<file path="config.mk">
export PLATFORM = sky130hd
export DESIGN_NAME = trivium_keystream_gen_flat
export DESIGN_NICKNAME = d
export VERILOG_FILES = /design/src/rtl/trivium_pkg.sv /design/src/rtl/trivium_keystream_gen_if.sv /design/src/rtl/trivium_step8.sv /design/src/rtl/trivium_keystream_gen.sv /design/src/flat_wrapper.sv
export SDC_FILE = /design/constraint.sdc
export NUM_CORES = 1
export LEC_CHECK = 0
export BUFFER_PORTS_ARGS = -buffer_cell sky130_fd_sc_hd__buf_2
export CAP_MARGIN = 25
export CELL_PAD_IN_SITES_DETAIL_PLACEMENT = 1
export CELL_PAD_IN_SITES_GLOBAL_PLACEMENT = 2
export CORE_ASPECT_RATIO = 2
export CORE_MARGIN = 5
export CORE_UTILIZATION = 40
export CTS_CLUSTER_DIAMETER = 150
export CTS_CLUSTER_SIZE = 30
export DETAILED_ROUTE_END_ITERATION = 12
export GPL_TIMING_DRIVEN = 0
export PLACE_DENSITY = 0.9
export SLEW_MARGIN = 0
export SYNTH_ARGS = -nofsm -noshare
export SYNTH_HDL_FRONTEND = slang
export SYNTH_HIERARCHICAL = 1
export SYNTH_SLANG_ARGS = --single-unit
export TNS_END_PERCENT = 50
</file>
<file path="constraint.sdc">
create_clock -name clk -period 5.15 [get_ports clk]
set_input_delay 0.515 -clock clk [delete_from_list [all_inputs] [get_ports clk]]
set_output_delay 0.515 -clock clk [all_outputs]
set_load 0.1 [all_outputs]
</file>
<file path="src/rtl/trivium_pkg.sv">
// Shared types, constants and the single-round Trivium update used by the
// keystream generator and any later cipher stage.
package trivium_pkg;
  localparam int STATE_W        = 288;
  localparam int BITS_PER_CYCLE = 8;
  localparam int WARMUP_CYCLES  = 144;

  typedef logic [STATE_W-1:0] trivium_state_t;

  typedef enum logic [1:0] {IDLE, WARMUP, RUN} fsm_t;

  localparam logic [1:0] FIFO_EMPTY = 2'b00;
  localparam logic [1:0] FIFO_PART  = 2'b10;
  localparam logic [1:0] FIFO_FULL  = 2'b11;

  typedef struct packed {
    trivium_state_t st;
    logic           z;
  } round_t;

  // Bit s(i) of the cipher lives at index i-1.
  function automatic round_t trivium_round(input trivium_state_t s);
    round_t r;
    logic   t1, t2, t3;
    t1   = s[65]  ^ s[92];
    t2   = s[161] ^ s[176];
    t3   = s[242] ^ s[287];
    r.z  = t1 ^ t2 ^ t3;
    t1   = t1 ^ (s[90]  & s[91])  ^ s[170];
    t2   = t2 ^ (s[174] & s[175]) ^ s[263];
    t3   = t3 ^ (s[285] & s[286]) ^ s[68];
    r.st = {s[286:177], t2, s[175:93], t1, s[91:0], t3};
    return r;
  endfunction

  function automatic trivium_state_t trivium_load(input logic [79:0] key,
                                                  input logic [79:0] iv);
    trivium_state_t s;
    s          = '0;
    s[79:0]    = key;
    s[172:93]  = iv;
    s[287:285] = 3'b111;
    return s;
  endfunction
endpackage

</file>
<file path="src/rtl/trivium_keystream_gen_if.sv">
// Control/keystream bundle between a Trivium generator and its controller.
interface trivium_keystream_gen_if;
  logic [79:0] key;
  logic [79:0] iv;
  logic        start;
  logic        stop;
  logic [1:0]  fifo_cond;
  logic [7:0]  ks_byte;
  logic        ks_write;
  logic        busy;
  logic        ks_ready;
  logic [31:0] ks_count;

  modport master (
    output key, iv, start, stop, fifo_cond,
    input  ks_byte, ks_write, busy, ks_ready, ks_count
  );

  modport slave (
    input  key, iv, start, stop, fifo_cond,
    output ks_byte, ks_write, busy, ks_ready, ks_count
  );
endinterface

</file>
<file path="src/rtl/trivium_step8.sv">
// Combinational N-round Trivium advance; z of round k lands in o_z[k].
module trivium_step8
  import trivium_pkg::*;
#(
  parameter int N = BITS_PER_CYCLE
) (
  input  trivium_state_t i_state,
  output trivium_state_t o_state,
  output logic [N-1:0]   o_z
);
  always_comb begin
    round_t w_r;
    o_z    = '0;
    w_r.st = i_state;
    w_r.z  = 1'b0;
    for (int k = 0; k < N; k++) begin
      w_r    = trivium_round(w_r.st);
      o_z[k] = w_r.z;
    end
    o_state = w_r.st;
  end
endmodule

</file>
<file path="src/rtl/trivium_keystream_gen.sv">
// Trivium keystream source: load, 1152-round warm-up, then one byte per clock
// into a downstream FIFO, throttled by the FIFO condition code.
module trivium_keystream_gen
  import trivium_pkg::*;
#(
  parameter int BITS_PER_CYCLE = trivium_pkg::BITS_PER_CYCLE,
  parameter int WARMUP_CYCLES  = trivium_pkg::WARMUP_CYCLES
) (
  input  logic                    clk,
  input  logic                    rst,
  trivium_keystream_gen_if.slave  bus
);
  localparam int CNT_W = $clog2(WARMUP_CYCLES + 1);

  fsm_t                r_fsm, w_fsm_nxt;
  trivium_state_t      r_state, w_step_state;
  logic [7:0]          w_z;
  logic [CNT_W-1:0]    r_cnt;
  logic [31:0]         r_ks_count;
  logic                w_load, w_adv, w_ks_write;

  trivium_step8 #(.N(BITS_PER_CYCLE)) u_step (
    .i_state (r_state),
    .o_state (w_step_state),
    .o_z     (w_z)
  );

  always_ff @(posedge clk or negedge rst) begin
    if (!rst) r_fsm <= IDLE;
    else      r_fsm <= w_fsm_nxt;
  end

  // start beats stop; both force ks_write low for the cycle they are seen.
  always_comb begin
    w_fsm_nxt  = r_fsm;
    w_load     = 1'b0;
    w_adv      = 1'b0;
    w_ks_write = 1'b0;
    if (bus.start) begin
      w_load    = 1'b1;
      w_fsm_nxt = WARMUP;
    end else if (bus.stop) begin
      w_fsm_nxt = IDLE;
    end else begin
      case (r_fsm)
        WARMUP: begin
          w_adv = 1'b1;
          if (r_cnt == CNT_W'(WARMUP_CYCLES - 1)) w_fsm_nxt = RUN;
        end
        RUN: begin
          w_ks_write = (bus.fifo_cond != FIFO_FULL);
          w_adv      = w_ks_write;
        end
        default: ;
      endcase
    end
  end

  always_ff @(posedge clk or negedge rst) begin
    if (!rst) begin
      r_state    <= '0;
      r_cnt      <= '0;
      r_ks_count <= '0;
    end else if (w_load) begin
      r_state    <= trivium_load(bus.key, bus.iv);
      r_cnt      <= '0;
      r_ks_count <= '0;
    end else begin
      if (w_adv)              r_state    <= w_step_state;
      if (r_fsm == WARMUP)    r_cnt      <= r_cnt + CNT_W'(1);
      if (w_ks_write)         r_ks_count <= r_ks_count + 32'd1;
    end
  end

  assign bus.ks_byte  = w_z;
  assign bus.ks_write = w_ks_write;
  assign bus.busy     = (r_fsm != IDLE);
  assign bus.ks_ready = (r_fsm == RUN);
  assign bus.ks_count = r_ks_count;
endmodule

</file>
<file path="src/flat_wrapper.sv">
// flat-port wrapper written by rule: the top's interface ports become plain ports
module trivium_keystream_gen_flat import trivium_pkg::*;
#(
  parameter int BITS_PER_CYCLE = trivium_pkg::BITS_PER_CYCLE,
  parameter int WARMUP_CYCLES  = trivium_pkg::WARMUP_CYCLES
)
  (clk, rst, bus_key, bus_iv, bus_start, bus_stop, bus_fifo_cond, bus_ks_byte, bus_ks_write, bus_busy, bus_ks_ready, bus_ks_count);
  trivium_keystream_gen_if bus_i ();
  input  logic clk;
  input  logic rst;
  input wire logic [$bits(bus_i.key)-1:0] bus_key;
  input wire logic [$bits(bus_i.iv)-1:0] bus_iv;
  input wire logic [$bits(bus_i.start)-1:0] bus_start;
  input wire logic [$bits(bus_i.stop)-1:0] bus_stop;
  input wire logic [$bits(bus_i.fifo_cond)-1:0] bus_fifo_cond;
  output wire logic [$bits(bus_i.ks_byte)-1:0] bus_ks_byte;
  output wire logic [$bits(bus_i.ks_write)-1:0] bus_ks_write;
  output wire logic [$bits(bus_i.busy)-1:0] bus_busy;
  output wire logic [$bits(bus_i.ks_ready)-1:0] bus_ks_ready;
  output wire logic [$bits(bus_i.ks_count)-1:0] bus_ks_count;
  assign bus_i.key = bus_key;
  assign bus_i.iv = bus_iv;
  assign bus_i.start = bus_start;
  assign bus_i.stop = bus_stop;
  assign bus_i.fifo_cond = bus_fifo_cond;
  assign bus_ks_byte = bus_i.ks_byte;
  assign bus_ks_write = bus_i.ks_write;
  assign bus_busy = bus_i.busy;
  assign bus_ks_ready = bus_i.ks_ready;
  assign bus_ks_count = bus_i.ks_count;
  trivium_keystream_gen #(.BITS_PER_CYCLE(BITS_PER_CYCLE), .WARMUP_CYCLES(WARMUP_CYCLES)) u_core (.clk(clk), .rst(rst), .bus(bus_i));
endmodule
</file>
==> impl_metrics.toml <==
[critical_path]
worst_ep_required_time_ps = 4640
timing.critical_path.mode_cell = "sky130_fd_sc_hd__clkbuf_1"
r2r_slack_ps = 2130
setup.worst_path.start_class = "primary input"
worst_path_max_delay_cell = "sky130_fd_sc_hd__clkbuf_1"
cp.arrival_ps = 2780
cp_slowest_stage_delay_ps = 710
worstPathMaxFanout = 10
worst_setup_path_end_kind = "output port"
critical_path_class = "in -> out"
path_delay_family = "buffers and inverters"
crit_path_cell_trace = "clkbuf_1, clkbuf_1, clkbuf_1, nor3_1, buf_2"
cp.buffers_inverters = 4

[synthesis]
yosysUniqueCellTypes = 42
post_synth.cell_area_avg_um2 = 9.60
synth.largest_area_cell = "sky130_fd_sc_hd__dfrtp_1"
netlist_instances = 1842
yosysSeqAreaShare = 0.467
yosysTopAreaCellShare = 0.467
yosys_register_bits = 330
netlist_area_mm2 = 0.0177
syn_nets = 2013
yosysWarnings = 6
ys_top_cells_by_area = "sky130_fd_sc_hd__dfrtp_1 47%, sky130_fd_sc_hd__buf_4 11%, sky130_fd_sc_hd__nand2_1 9.7%"

[final_layout]
areaGrowthSynthToFinish_pct = 12.3
post_route_cells_drive_above_1_share = 0.261
layout.filler_cells = 5145
finish.net_count = 2238

[grt]
antenna_found_initial = 2
grt_pass1_wl_um = 78300
grt_pass1_vias = 14700
grt_util_all_layers = 0.203
global_route.overflow_total = 0
grt_max_degree = 120

[timing]
finalCritPeriodShare = 0.640
final-max-slew-violation-count = 0
finalSetupViolCount = 0
max_clock_freq_mhz = 303
setup-tns-final_ps = 0
hold-worst-slack_ps = 19.7
grt_setup_unrepaired = "false"
hold_viol = 0
skew_ps = 14.3
relSlewSlack = 0.376
period_minus_slack_ps = 3300
timing_worst_slew_pin_value_ps = 937

[clock_tree]
buffer_depth_of_the_longest_clock_path = 3
cts_buffers = 14
cts_hold_buffers = 0
h-tree-depth = 1
tritoncts = "built"
cts_root_buffer = "sky130_fd_sc_hd__clkbuf_16"
path_clk_slew_ps = 120
cts-resized-gates = 0
clkLatencyLatePin_ps = 520
post_cts_buffers = 0
tritoncts_num_sinks = 330

[status]
status = "finished clean"

[die]
chipWidth_um = 159
floorplan.die_area_mm2 = 0.0487
core_footprint_mm2 = 0.0441
rows = 109
initial_utilization = 0.401
floorplan.die.height_um = 307
design.portCount = 209

[pwr]
max-vdd-ir-drop_mv = 0.299
total_leakage_power_uw = 0.0100
power_density_mw_per_mm2 = 272

[routing]
routed-via-count = 12900
route.antenna.remaining_nets = 0
drt-pass1-iter-count = 6
detailedRoute.firstIterationViolations = 436
drc_violations = 0
via_per_instance_ratio = 4.91
route.detailed.wl_per_inst_um = 18.7
totalWireLength_um = 49000

[hold_path]
min_path_type = "in -> async"

[job]
maxCapViolations = 0

[placement]
io_buffer_count = 207
place_congestion = 0.841
dp_hpwl_um = 38900
[cells in the final DEF (no fill, tap or decap), types with 11 or more instances in the layout]
cell	n
sky130_fd_sc_hd__a21oi_1	140
sky130_fd_sc_hd__buf_2	223
sky130_fd_sc_hd__buf_4	264
sky130_fd_sc_hd__clkbuf_1	88
sky130_fd_sc_hd__clkbuf_16	15
sky130_fd_sc_hd__dfrtp_1	330
sky130_fd_sc_hd__mux2i_1	161
sky130_fd_sc_hd__nand2_1	458
sky130_fd_sc_hd__nor2_1	26
sky130_fd_sc_hd__nor2b_1	11
sky130_fd_sc_hd__o21ai_0	169
sky130_fd_sc_hd__xnor2_1	20
sky130_fd_sc_hd__xnor2_2	12
sky130_fd_sc_hd__xor3_1	23
[path summary, 6_finish.rpt]
| kind | start | to | cells past startpoint |
|---|---|---|---|
| max | bus_start | bus_ks_write | 5 |
| min | rst | u_core/r_state[38] | 1 |
| max reg2reg | u_core/r_fsm[0] | u_core/r_state[114] | 9 |
| min reg2reg | u_core/r_state[182] | u_core/r_state[182] | 2 |
| max in group asynchronous | rst | u_core/r_state[214] | 2 |
| min in group clk | bus_iv[20] | u_core/r_state[113] | 3 |
[final cells by class]
class | count | area, µm² | area share
clock buffer | 15 | 375 | 0.0189
tap | 555 | 694 | 0.0350
antenna | 2 | 5.00 | 0.000252
multi-input combinational | 1130 | 6940 | 0.350
sequential | 330 | 8260 | 0.416
inverter | 8 | 30.0 | 0.00151
buffer | 374 | 2450 | 0.123
timing repair buffer | 209 | 1100 | 0.0555
[report_power, final]
part           leakage [µW]  switching [µW]  internal (µW)
Clock              0.000185             820            530
Combinational       0.00554             647            522
Sequential          0.00430             130           2740
Total                0.0100            1600           3790
[routing by layer]
metal | global-route usage | vias to the layer above | wire length (µm)
met5 | 0 | - | 0
met4 | 0.0772 | 0 | 1970
met3 | 0.0226 | 66 | 1520
met2 | 0.402 | 213 | 28300
met1 | 0.211 | 6322 | 17200
li1 | - | 6282 | -
[synthesized netlist by cell type (all sizes together)]
| cell type | n |
|---|---|
| a211oi | 1 |
| a21bo | 1 |
| a21boi | 1 |
| a21oi | 140 |
| a31o | 1 |
| and2 | 2 |
| and3 | 2 |
| and4 | 5 |
| buf | 285 |
| clkbuf | 89 |
| dfrtp | 330 |
| ha | 5 |
| inv | 8 |
| mux2 | 10 |
| mux2i | 161 |
| nand2 | 458 |
| nand3 | 10 |
| nand3b | 3 |
| nand4 | 10 |
| nor2 | 26 |
| nor2b | 11 |
| nor3 | 5 |
| nor4 | 10 |
| nor4b | 2 |
| o21a | 1 |
| o21ai | 169 |
| o31ai | 7 |
| or3 | 10 |
| or4 | 9 |
| xnor2 | 32 |
| xnor3 | 8 |
| xor2 | 6 |
| xor3 | 24 |
[kinds of logic after synthesis]
logic type	share of synthesized area
and+or+nand+nor	0.132
muxes	0.0975
AOI/OAI and AO/OA	0.0928
DFF	0.467
xor gates and xnor gates	0.0666
buffers and inverters	0.140
adders and majority gates	0.00354
[sequential cells by signal, summed over array words and instances (netlist names)]
| register | count |
|---|---|
| u_core/r_state | 288 |
| u_core/r_cnt | 8 |
| u_core/bus.ks_count | 32 |
| u_core/r_fsm | 2 |
[through the flow]
| stage | setup slack (ps) | area, µm² | utilization | instances | power, µW |
|---|---|---|---|---|---|
| final | 1850 | 19900 | 0.451 | 2623 | 5390 |
| after CTS | 1750 | 19800 | 0.451 | 2621 | 5480 |
| after global placement | -2920 | 19400 | 0.441 | 2604 | 4070 |
| after detailed placement | 1750 | 19500 | 0.442 | 2606 | 4110 |
| after floorplan | 909 | 17700 | - | 1842 | 3720 |
| after global routing | 1750 | 19800 | 0.451 | 2622 | 5660 |
(Power assumes the default switching activity.)
